<file path="src/rtl/parking_gate_ctrl_p_if.sv">
// Sensor / keypad / barrier bundle for the parking gate controller.
// master drives the field inputs, slave is the controller side.
interface parking_gate_ctrl_p_if #(
  parameter int PIN_WIDTH = 8,
  parameter int CNT_W     = 8
);
  logic                 sensor_a;
  logic                 sensor_b;
  logic                 pin_validation;
  logic [PIN_WIDTH-1:0] pin;
  logic                 salida;
  logic                 alarma_pin_incorrecto;
  logic                 alarma_bloqueo;
  logic                 senal_abrir_compuerta;
  logic                 senal_cerrar_compuerta;
  logic                 lleno;
  logic [CNT_W-1:0]     vehiculos;

  modport master (
    output sensor_a, sensor_b, pin_validation,
    output pin, salida,
    input  alarma_pin_incorrecto, alarma_bloqueo,
    input  senal_abrir_compuerta, senal_cerrar_compuerta,
    input  lleno, vehiculos
  );

  modport slave (
    input  sensor_a, sensor_b, pin_validation,
    input  pin, salida,
    output alarma_pin_incorrecto, alarma_bloqueo,
    output senal_abrir_compuerta, senal_cerrar_compuerta,
    output lleno, vehiculos
  );
endinterface

</file>
<file path="src/rtl/parking_gate_ctrl_p.sv">
// Parking gate controller: PIN check with retries, open timeout,
// occupancy count with full flag and a dual-sensor blocking state.
module parking_gate_ctrl_p #(
  parameter int                 PIN_WIDTH    = 8,
  parameter logic [PIN_WIDTH-1:0] PIN_CODE   = 8'b00111101,
  parameter int                 MAX_TRIES    = 3,
  parameter int                 OPEN_TIMEOUT = 32,
  parameter int                 CAPACITY     = 100,
  parameter int                 CNT_W        = 8
) (
  input logic                   clock,
  input logic                   reset,
  parking_gate_ctrl_p_if.slave  bus
);

  typedef enum logic [2:0] {
    IDLE      = 3'd0,
    WAIT_PIN  = 3'd1,
    OPEN      = 3'd2,
    PIN_ALARM = 3'd3,
    CLOSING   = 3'd4,
    BLOCKED   = 3'd5
  } state_t;

  localparam logic [3:0]       MAX_T   = 4'(MAX_TRIES);
  localparam logic [15:0]      TO_LAST = 16'(OPEN_TIMEOUT - 1);
  localparam logic [CNT_W-1:0] CAP     = CNT_W'(CAPACITY);

  state_t           state_q, state_d;
  state_t           ret_q, ret_d;
  logic [3:0]       fails_q, fails_d;
  logic [15:0]      timer_q, timer_d;
  logic             pin_al_q, pin_al_d;
  logic             blk_q, blk_d;
  logic             abrir_q, abrir_d;
  logic             cerrar_q, cerrar_d;
  logic             lleno_q, lleno_d;
  logic [CNT_W-1:0] veh_q, veh_d;

  logic a, b, ok_pin, bad_pin, both, pass;

  assign a       = bus.sensor_a;
  assign b       = bus.sensor_b;
  assign both    = a & b;
  assign ok_pin  = bus.pin_validation & (bus.pin == PIN_CODE);
  assign bad_pin = bus.pin_validation & (bus.pin != PIN_CODE);

  always_comb begin
    state_d = state_q;
    ret_d   = ret_q;
    fails_d = fails_q;
    timer_d = timer_q;
    pass    = 1'b0;
    if (state_q != BLOCKED && both) begin
      ret_d   = state_q;
      state_d = BLOCKED;
    end else begin
      unique case (state_q)
        IDLE: begin
          if (a & ~b & ~lleno_q) begin
            state_d = WAIT_PIN;
            fails_d = '0;
          end
        end
        WAIT_PIN: begin
          if (ok_pin) begin
            state_d = OPEN;
            fails_d = '0;
            timer_d = '0;
          end else if (bad_pin) begin
            fails_d = fails_q + 4'd1;
            if (fails_q + 4'd1 == MAX_T)
              state_d = PIN_ALARM;
          end else if (~a & ~b) begin
            state_d = IDLE;
          end
        end
        PIN_ALARM: begin
          if (ok_pin) begin
            state_d = OPEN;
            fails_d = '0;
            timer_d = '0;
          end
        end
        OPEN: begin
          timer_d = timer_q + 16'd1;
          if (b & ~a) begin
            state_d = CLOSING;
            pass    = 1'b1;
          end else if (timer_q == TO_LAST) begin
            state_d = CLOSING;
          end
        end
        CLOSING: begin
          if (~b)
            state_d = IDLE;
        end
        BLOCKED: begin
          if (ok_pin) begin
            state_d = ret_q;
            if (ret_q == OPEN)
              timer_d = '0;
          end
        end
        default: state_d = IDLE;
      endcase
    end
  end

  // Registered outputs follow the state being entered on this edge.
  always_comb begin
    abrir_d  = (state_d == OPEN);
    cerrar_d = (state_d == CLOSING);
    blk_d    = (state_d == BLOCKED);
    pin_al_d = (state_d == PIN_ALARM)
             | ((state_d == BLOCKED) & pin_al_q);
  end

  always_comb begin
    veh_d = veh_q;
    if (pass & ~bus.salida) begin
      if (veh_q < CAP)
        veh_d = veh_q + 1'b1;
    end else if (bus.salida & ~pass) begin
      if (veh_q != '0)
        veh_d = veh_q - 1'b1;
    end
    lleno_d = (veh_d == CAP);
  end

  always_ff @(posedge clock) begin
    if (reset) begin
      state_q  <= IDLE;
      ret_q    <= IDLE;
      fails_q  <= '0;
      timer_q  <= '0;
      pin_al_q <= 1'b0;
      blk_q    <= 1'b0;
      abrir_q  <= 1'b0;
      cerrar_q <= 1'b0;
      lleno_q  <= 1'b0;
      veh_q    <= '0;
    end else begin
      state_q  <= state_d;
      ret_q    <= ret_d;
      fails_q  <= fails_d;
      timer_q  <= timer_d;
      pin_al_q <= pin_al_d;
      blk_q    <= blk_d;
      abrir_q  <= abrir_d;
      cerrar_q <= cerrar_d;
      lleno_q  <= lleno_d;
      veh_q    <= veh_d;
    end
  end

  assign bus.alarma_pin_incorrecto  = pin_al_q;
  assign bus.alarma_bloqueo         = blk_q;
  assign bus.senal_abrir_compuerta  = abrir_q;
  assign bus.senal_cerrar_compuerta = cerrar_q;
  assign bus.lleno                  = lleno_q;
  assign bus.vehiculos              = veh_q;

endmodule

</file>
<file path="src/flat_wrapper.sv">
// flat-port wrapper written by rule: the top's interface ports become plain ports
module parking_gate_ctrl_p_flat 
#(
  parameter int                 PIN_WIDTH    = 8,
  parameter logic [PIN_WIDTH-1:0] PIN_CODE   = 8'b00111101,
  parameter int                 MAX_TRIES    = 3,
  parameter int                 OPEN_TIMEOUT = 32,
  parameter int                 CAPACITY     = 100,
  parameter int                 CNT_W        = 8
)
  (clock, reset, bus_sensor_a, bus_sensor_b, bus_pin_validation, bus_pin, bus_salida, bus_alarma_pin_incorrecto, bus_alarma_bloqueo, bus_senal_abrir_compuerta, bus_senal_cerrar_compuerta, bus_lleno, bus_vehiculos);
  parking_gate_ctrl_p_if #(.PIN_WIDTH(PIN_WIDTH), .CNT_W(CNT_W)) bus_i ();
  input logic clock;
  input logic reset;
  input wire logic [$bits(bus_i.sensor_a)-1:0] bus_sensor_a;
  input wire logic [$bits(bus_i.sensor_b)-1:0] bus_sensor_b;
  input wire logic [$bits(bus_i.pin_validation)-1:0] bus_pin_validation;
  input wire logic [$bits(bus_i.pin)-1:0] bus_pin;
  input wire logic [$bits(bus_i.salida)-1:0] bus_salida;
  output wire logic [$bits(bus_i.alarma_pin_incorrecto)-1:0] bus_alarma_pin_incorrecto;
  output wire logic [$bits(bus_i.alarma_bloqueo)-1:0] bus_alarma_bloqueo;
  output wire logic [$bits(bus_i.senal_abrir_compuerta)-1:0] bus_senal_abrir_compuerta;
  output wire logic [$bits(bus_i.senal_cerrar_compuerta)-1:0] bus_senal_cerrar_compuerta;
  output wire logic [$bits(bus_i.lleno)-1:0] bus_lleno;
  output wire logic [$bits(bus_i.vehiculos)-1:0] bus_vehiculos;
  assign bus_i.sensor_a = bus_sensor_a;
  assign bus_i.sensor_b = bus_sensor_b;
  assign bus_i.pin_validation = bus_pin_validation;
  assign bus_i.pin = bus_pin;
  assign bus_i.salida = bus_salida;
  assign bus_alarma_pin_incorrecto = bus_i.alarma_pin_incorrecto;
  assign bus_alarma_bloqueo = bus_i.alarma_bloqueo;
  assign bus_senal_abrir_compuerta = bus_i.senal_abrir_compuerta;
  assign bus_senal_cerrar_compuerta = bus_i.senal_cerrar_compuerta;
  assign bus_lleno = bus_i.lleno;
  assign bus_vehiculos = bus_i.vehiculos;
  parking_gate_ctrl_p #(.PIN_WIDTH(PIN_WIDTH), .PIN_CODE(PIN_CODE), .MAX_TRIES(MAX_TRIES), .OPEN_TIMEOUT(OPEN_TIMEOUT), .CAPACITY(CAPACITY), .CNT_W(CNT_W)) u_core (.clock(clock), .reset(reset), .bus(bus_i));
endmodule
</file>
<file path="config.mk">
export PLATFORM = sky130hd
export DESIGN_NAME = parking_gate_ctrl_p_flat
export DESIGN_NICKNAME = d
export VERILOG_FILES = /design/src/rtl/parking_gate_ctrl_p_if.sv /design/src/rtl/parking_gate_ctrl_p.sv /design/src/flat_wrapper.sv
export SDC_FILE = /design/constraint.sdc
export NUM_CORES = 1
export LEC_CHECK = 0
export ABC_CLOCK_PERIOD_IN_PS = 2440
export BUFFER_PORTS_ARGS = -buffer_cell sky130_fd_sc_hd__buf_2
export CORE_MARGIN = 2
export CORE_UTILIZATION = 30
export DETAILED_ROUTE_END_ITERATION = 8
export HOLD_SLACK_MARGIN = 0.06
export SLEW_MARGIN = 20
export SYNTH_ARGS = -nofsm -noshare
export SYNTH_HDL_FRONTEND = slang
export SYNTH_SLANG_ARGS = --single-unit
export TNS_END_PERCENT = 10
</file>
<file path="constraint.sdc">
create_clock -name clock -period 2.44 [get_ports clock]
set_input_delay 0 -clock clock [delete_from_list [all_inputs] [get_ports clock]]
set_output_delay 0 -clock clock [all_outputs]
set_load 0.05 [all_outputs]
</file>
==> results.py, run 1 <==
metrics = {
    "outcome": {
        "status": "finished, final reports clean",
    },
    "clock_network": {
        "htreeDepth": 2,
        "cts_root_buffer": "clkbuf_8",
        "ctsHoldBuffers": 0,
        "post_cts_resized": 0,
        "cts_buffer_depth": 2,
        "post_cts_buffers": 0,
        "clock_sinks": 39,
        "cts_buffers": 5,
        "worstSkewPairLatency_ns": 0.30,
        "clkTransAtPathRegs_ns": 0.09,
        "cts_tree": "built",
    },
    "worst_setup_path": {
        "arrival_ns": 2.43,
        "worst_setup_path_start_kind": "flip-flop",
        "cp_max_fo": 12,
        "worstSetupEndpointType": "flip-flop",
        "required_ns": 2.62,
        "path_class": "flip-flop to flip-flop",
    },
    "global_routing": {
        "grt_start_max_net_pins": 24,
        "grt_use_total_pct": 13.9,
        "grt_pass1_wl_um": 9890,
        "grt_pass1_vias": 2118,
        "antenna_found_initial": 0,
        "grt-ovfl-total": 0,
    },
    "logic_synthesis": {
        "synth_edf_count": 0,
        "synth_compound_area_share_pct": 18.5,
        "synthAdderAreaFrac_pct": 3.09,
        "synthFlopType": "dfxtp_1",
        "synth_top_area_share_pct": 32.1,
        "syn_avg_cell_area_sq_um": 8.49,
        "syn_nets": 306,
        "syn_area_sq_um": 2430,
        "yosysSeqAreaShare_pct": 32.1,
        "async_reset_ff_share_pct": 0,
        "synth_warnings": 0,
        "ys_ff_latch": 39,
        "synth_area_leaders": "dfxtp_1 (32%), nor2_1 (6.0%), xnor2_1 (4.7%), nor3_1 (3.3%), nand2_1 (3.2%)",
        "synth-simple-area-share_pct": 33.2,
        "yosysTopAreaCell": "dfxtp_1",
        "synth_cells": 286,
        "ys_types": 71,
        "muxShareOfSynthArea_pct": 2.94,
        "synth_xor_area_share_pct": 5.77,
        "synth_top_family_by_area": "simple AND/OR/NAND/NOR gates",
    },
    "die": {
        "core_area_sq_um": 7770,
        "rows": 32,
        "die-width_um": 94.0,
        "die_y_um": 94.0,
        "start_util_pct": 31.3,
        "dieArea_sq_um": 8830,
        "pin_count": 27,
    },
    "place": {
        "dp_slack_ns": 0.236,
        "hpwlAfterDp_um": 4200,
        "dp_cells": 410,
        "gp_congestion": 0.902,
        "io_buffers": 26,
    },
    "layout": {
        "num-fill-cells": 825,
        "num-nets-final": 335,
        "multiInputGateArea_sq_um": 1540,
        "instances_no_fill": 419,
        "seqCellArea_sq_um": 781,
        "drive_above_1_share_pct": 20.9,
        "final_util_pct": 35.8,
        "area_growth_pct": 14.5,
    },
    "power_and_ir_drop": {
        "p_leak_uw": 0.000992,
        "power.density_nw_per_um2": 818,
        "peakVddDrop_mv": 0.543,
        "power_uw": 2270,
    },
    "timing": {
        "fin_setup_tns_ns": 0,
        "fin_worst_skew_ns": 0.0134,
        "hold_viol": 0,
        "report.final.slew_viol_count": 0,
        "worstMarginPinSlew_ns": 0.676,
        "final.min_clock_period_ns": 2.25,
        "layout_worst_path_cycle_share_pct": 92.2,
        "fmax_mhz": 445,
        "relSlewSlack_pct": 54.9,
        "rsz0062_at_grt": "no",
        "fin_ws_ns": 0.191,
        "finalSetupViolations": 0,
    },
    "detailed_routing": {
        "drt-initial-drc-count": 111,
        "via_per_inst": 5.34,
        "ant_nets": 0,
        "remaining_drc_errors": 0,
        "avgRoutedWirePerCell_um": 14.0,
        "wl_um": 5870,
        "num_vias": 2239,
        "dr.pass1.iters": 4,
    },
    "hold_path": {
        "hold_path.class": "primary input to flip-flop",
    },
    "run": {
        "maxCapViolations": 0,
    },
}
[kinds of logic (layout without fill, tap and decap cells)]
logic type,count (synthesis),in the layout
buf+inv,24,54
compound gates,55,55
fa+ha+maj,6,6
mux,7,7
xor+xnor,16,16
flops,39,39
other cells,0,1
simple gates,139,139
[synth_stat cells (all sizes together), types with 4 or more instances]
master and instances:
nor2 40, dfxtp 39, nand2 21, nor3 21, inv 13, xnor2 13, o21ai 10, a21oi 8
buf 8, nand4 8, ha 6, mux2i 6, nand3 6, nor4 5, or3 5, o211ai 4
[state kept, by name, indices dropped and copies added (netlist names)]
| signal | flops |
|---|---|
| u_core.bus.alarma_bloqueo | 1 |
| u_core.bus.alarma_pin_incorrecto | 1 |
| u_core.bus.lleno | 1 |
| u_core.bus.senal_abrir_compuerta | 1 |
| u_core.bus.senal_cerrar_compuerta | 1 |
| u_core.bus.vehiculos | 8 |
| u_core.fails_q | 4 |
| u_core.ret_q | 3 |
| u_core.state_q | 3 |
| u_core.timer_q | 16 |
[power by group]
part | internal, uW | total, uW | switching [uW] | leakage, uW
clock network | 205 | 461 | 256 | 0.0000443
logic | 382 | 1010 | 631 | 0.000631
registers | 701 | 801 | 99.8 | 0.000316
total | 1290 | 2270 | 987 | 0.000992
[layout by cell type (no fill, tap or decap), types with 5 or more instances in the layout]
master / n
buf_2: 26
inv_1: 13
a21oi_1: 8
nand4_1: 8
nor2_1: 39
dfxtp_1: 39
xnor2_1: 13
nand2_1: 21
nor3_1: 16
o21ai_0: 10
ha_1: 6
nand3_1: 5
mux2i_1: 6
clkbuf_8: 5
nor3_2: 5
buf_4: 7
[routing by layer]
layer | GRT usage, % | wire (um) | vias up | part of all wire (%)
li1 | - | - | 1113 | -
met1 | 18.6 | 2790 | 1032 | 47
met2 | 21.5 | 2670 | 83 | 45
met3 | 3.13 | 308 | 11 | 5.2
met4 | 5.92 | 109 | 0 | 1.9
met5 | 0 | 0 | - | 0
[critical path: stages, from the launching register on]
cell and delay [ns]:
dfxtp_1 0.53, or3b_1 0.52, o2111ai_1 0.28, or4b_1 0.47
a22o_1 0.21, nand2_1 0.08, nor4_2 0.05
[path summary, 6_finish.rpt]
check,to,cells past startpoint,startpoint,slack (ns)
max,u_core.bus.lleno,6,u_core.state_q[1],0.19
min,u_core.ret_q[0],4,bus_sensor_a,0.13
min reg2reg,u_core.bus.alarma_pin_incorrecto,1,u_core.bus.alarma_pin_incorrecto,0.49
max reg2reg,u_core.bus.lleno,6,u_core.state_q[1],0.19
[metrics by stage]
step           cell area, sq um  hold WS, ns
3_5_place_dp               2680        0.441
6_report                   2780        0.128
5_1_grt                    2780        0.160
2_1_floorplan              2430       0.0794
4_1_cts                    2780        0.119
3_3_place_gp               2680        0.436
[final cells by class]
| type | count | share of cell area [%] |
|---|---|---|
| repair buffers | 33 | 6.57 |
| clock inverters | 3 | 0.900 |
| well taps | 102 | 4.59 |
| inverters | 13 | 1.76 |
| clock buffers | 5 | 2.48 |
| flip-flops and latches | 39 | 28.1 |
| multi-input cells | 223 | 55.5 |
| diodes | 1 | 0.0900 |
No activity file was read; power rests on OpenSTA's default activity.
==> inputs of run 2 (changes only) <==
- ABC_CLOCK_PERIOD_IN_PS: 2440 -> 2600
- CELL_PAD_IN_SITES_DETAIL_PLACEMENT: not set -> 0
- CELL_PAD_IN_SITES_GLOBAL_PLACEMENT: not set -> 1
- PLACE_DENSITY_LB_ADDON: not set -> 0.1
- clock period: 2.44 -> 2.6 ns (I/O delays scaled with it)
==> results.py, run 2 (synthesized netlist as in run 1, its figures left out) <==
metrics = {
    "outcome": {
        "status": "finished, final reports clean",
    },
    "layout": {
        "area_growth_pct": 15.7,
        "antenna_cells": 0,
        "largest_reg_flops": 16,
        "multiInputGateArea_sq_um": 1540,
        "drive_above_1_share_pct": 20.3,
        "seqCellArea_sq_um": 781,
        "num-fill-cells": 859,
        "num-nets-final": 334,
        "top_register": "u_core.timer_q",
        "instances_no_fill": 417,
        "final_cell_mix": "nor2_1 (39), dfxtp_1 (39), buf_2 (26), nand2_1 (21), nor3_1 (16)",
    },
    "worst_setup_path": {
        "max_stage_delay_ns": 0.53,
        "cpMaxStageDelayCell": "or3b_1",
        "cp_top_family": "simple AND/OR/NAND/NOR gates",
        "path_class": "flip-flop to flip-flop",
        "worstSetupEndpointType": "flip-flop",
        "cp_max_fo": 12,
        "worst_setup_path_start_kind": "flip-flop",
        "path_buf_inv": 0,
        "crit_chain": "or3b_1 -> o2111ai_1 -> or4b_1 -> a22o_1 -> nand2_1 -> nor4_2",
        "required_ns": 2.78,
        "arrival_ns": 2.58,
    },
    "global_routing": {
        "grt-ovfl-total": 0,
        "met2_usage_pct": 23.6,
        "use_met1_pct": 19.6,
        "grt.busiest_layer": "met2",
        "grt_start_max_net_pins": 24,
        "grt_pass1_vias": 2112,
        "grt_use_total_pct": 14.6,
        "grt_pass1_wl_um": 10300,
        "grtUsageMet3_pct": 3.29,
        "antenna_found_initial": 0,
    },
    "detailed_routing": {
        "num_vias": 2216,
        "avgRoutedWirePerCell_um": 14.2,
        "drt-initial-drc-count": 107,
        "dr.pass1.iters": 4,
        "ant_nets": 0,
        "via_per_inst": 5.31,
        "wl_um": 5920,
        "remaining_drc_errors": 0,
    },
    "place": {
        "dp_cells": 409,
        "gp_congestion": 0.812,
        "hpwlAfterDp_um": 4360,
        "io_buffers": 26,
        "dp_slack_ns": 0.228,
    },
    "power_and_ir_drop": {
        "p_leak_uw": 0.00101,
        "power.density_nw_per_um2": 816,
        "power_uw": 2290,
        "peakVddDrop_mv": 0.677,
    },
    "timing": {
        "rsz0062_at_grt": "no",
        "hold_ws_ns": 0.153,
        "layout_worst_path_cycle_share_pct": 92.6,
        "fin_ws_ns": 0.192,
        "report.final.slew_viol_count": 0,
        "fin_setup_tns_ns": 0,
        "fin_worst_skew_ns": 0.0107,
        "hold_viol": 0,
        "relSlewSlack_pct": 49.7,
        "worstMarginPinSlew_ns": 0.754,
        "final.min_clock_period_ns": 2.41,
        "fmax_mhz": 415,
        "finalSetupViolations": 0,
    },
    "clock_network": {
        "cts_root_buffer": "clkbuf_8",
        "clock_sinks": 39,
        "cts_buffers": 5,
        "cts_tree": "built",
        "htreeDepth": 2,
        "worstSkewPairLatency_ns": 0.30,
        "cts_buffer_depth": 2,
        "post_cts_resized": 0,
        "clkTransAtPathRegs_ns": 0.08,
        "post_cts_buffers": 0,
        "ctsHoldBuffers": 0,
    },
    "run": {
        "maxCapViolations": 0,
    },
    "hold_path": {
        "hold_path.class": "primary input to flip-flop",
    },
    "die": {
        "rows": 32,
        "die-width_um": 94.0,
        "pin_count": 27,
        "die_y_um": 94.0,
        "core_area_sq_um": 7770,
        "start_util_pct": 31.3,
        "dieArea_sq_um": 8830,
    },
}
## run 2: changes by cell type in the layout (fill, tap and decap cells not counted)
| cell | delta |
|---|---|
| bufinv_16 | +2 |
| clkinvlp_4 | -1 |
| clkbuf_1 | +1 |
| buf_4 | -1 |
| clkinv_4 | -2 |
| diode_2 | -1 |
## run 2: tightest hold or removal path: stages
cell     delay [ns]
buf_2          0.14
nand2_1        0.11
nor2_1         0.10
nor3_1         0.04
## run 2: metal layers
layer	routed length, um	up-vias
met5	0	-
met3	279	4
met4	46	0
met1	2880	1047
li1	-	1113
met2	2710	52
## run 2: path summary, 6_finish.rpt
kind                                    start                               end  slack (ns)  cells after the start
max                         u_core.state_q[1]                  u_core.bus.lleno        0.19                      6
max reg2reg                 u_core.state_q[1]                  u_core.bus.lleno        0.19                      6
min                              bus_sensor_a                   u_core.ret_q[0]        0.15                      4
min reg2reg  u_core.bus.alarma_pin_incorrecto  u_core.bus.alarma_pin_incorrecto        0.47                      1
## run 2: per-stage QoR
step,area (sq um),util [%]
floorplan,2430,-
global placement,2680,34.5
detailed placement,2680,34.5
CTS,2810,36.2
global route,2810,36.2
finish,2810,36.2
## run 2: cell type report
| class | count | share of cell area, % |
|---|---|---|
| clock buffer | 6 | 2.58 |
| clock inverter | 2 | 2.14 |
| inverter | 13 | 1.74 |
| multi-input combinational | 223 | 55.0 |
| sequential | 39 | 27.8 |
| tap | 102 | 4.54 |
| timing repair buffer | 32 | 6.24 |
## run 2: report_power, final
part           total, uW  internal [uW]  switching, uW
combinational        937            348            589
clock                603            384            219
sequential           754            658           95.9
total               2290           1390            904
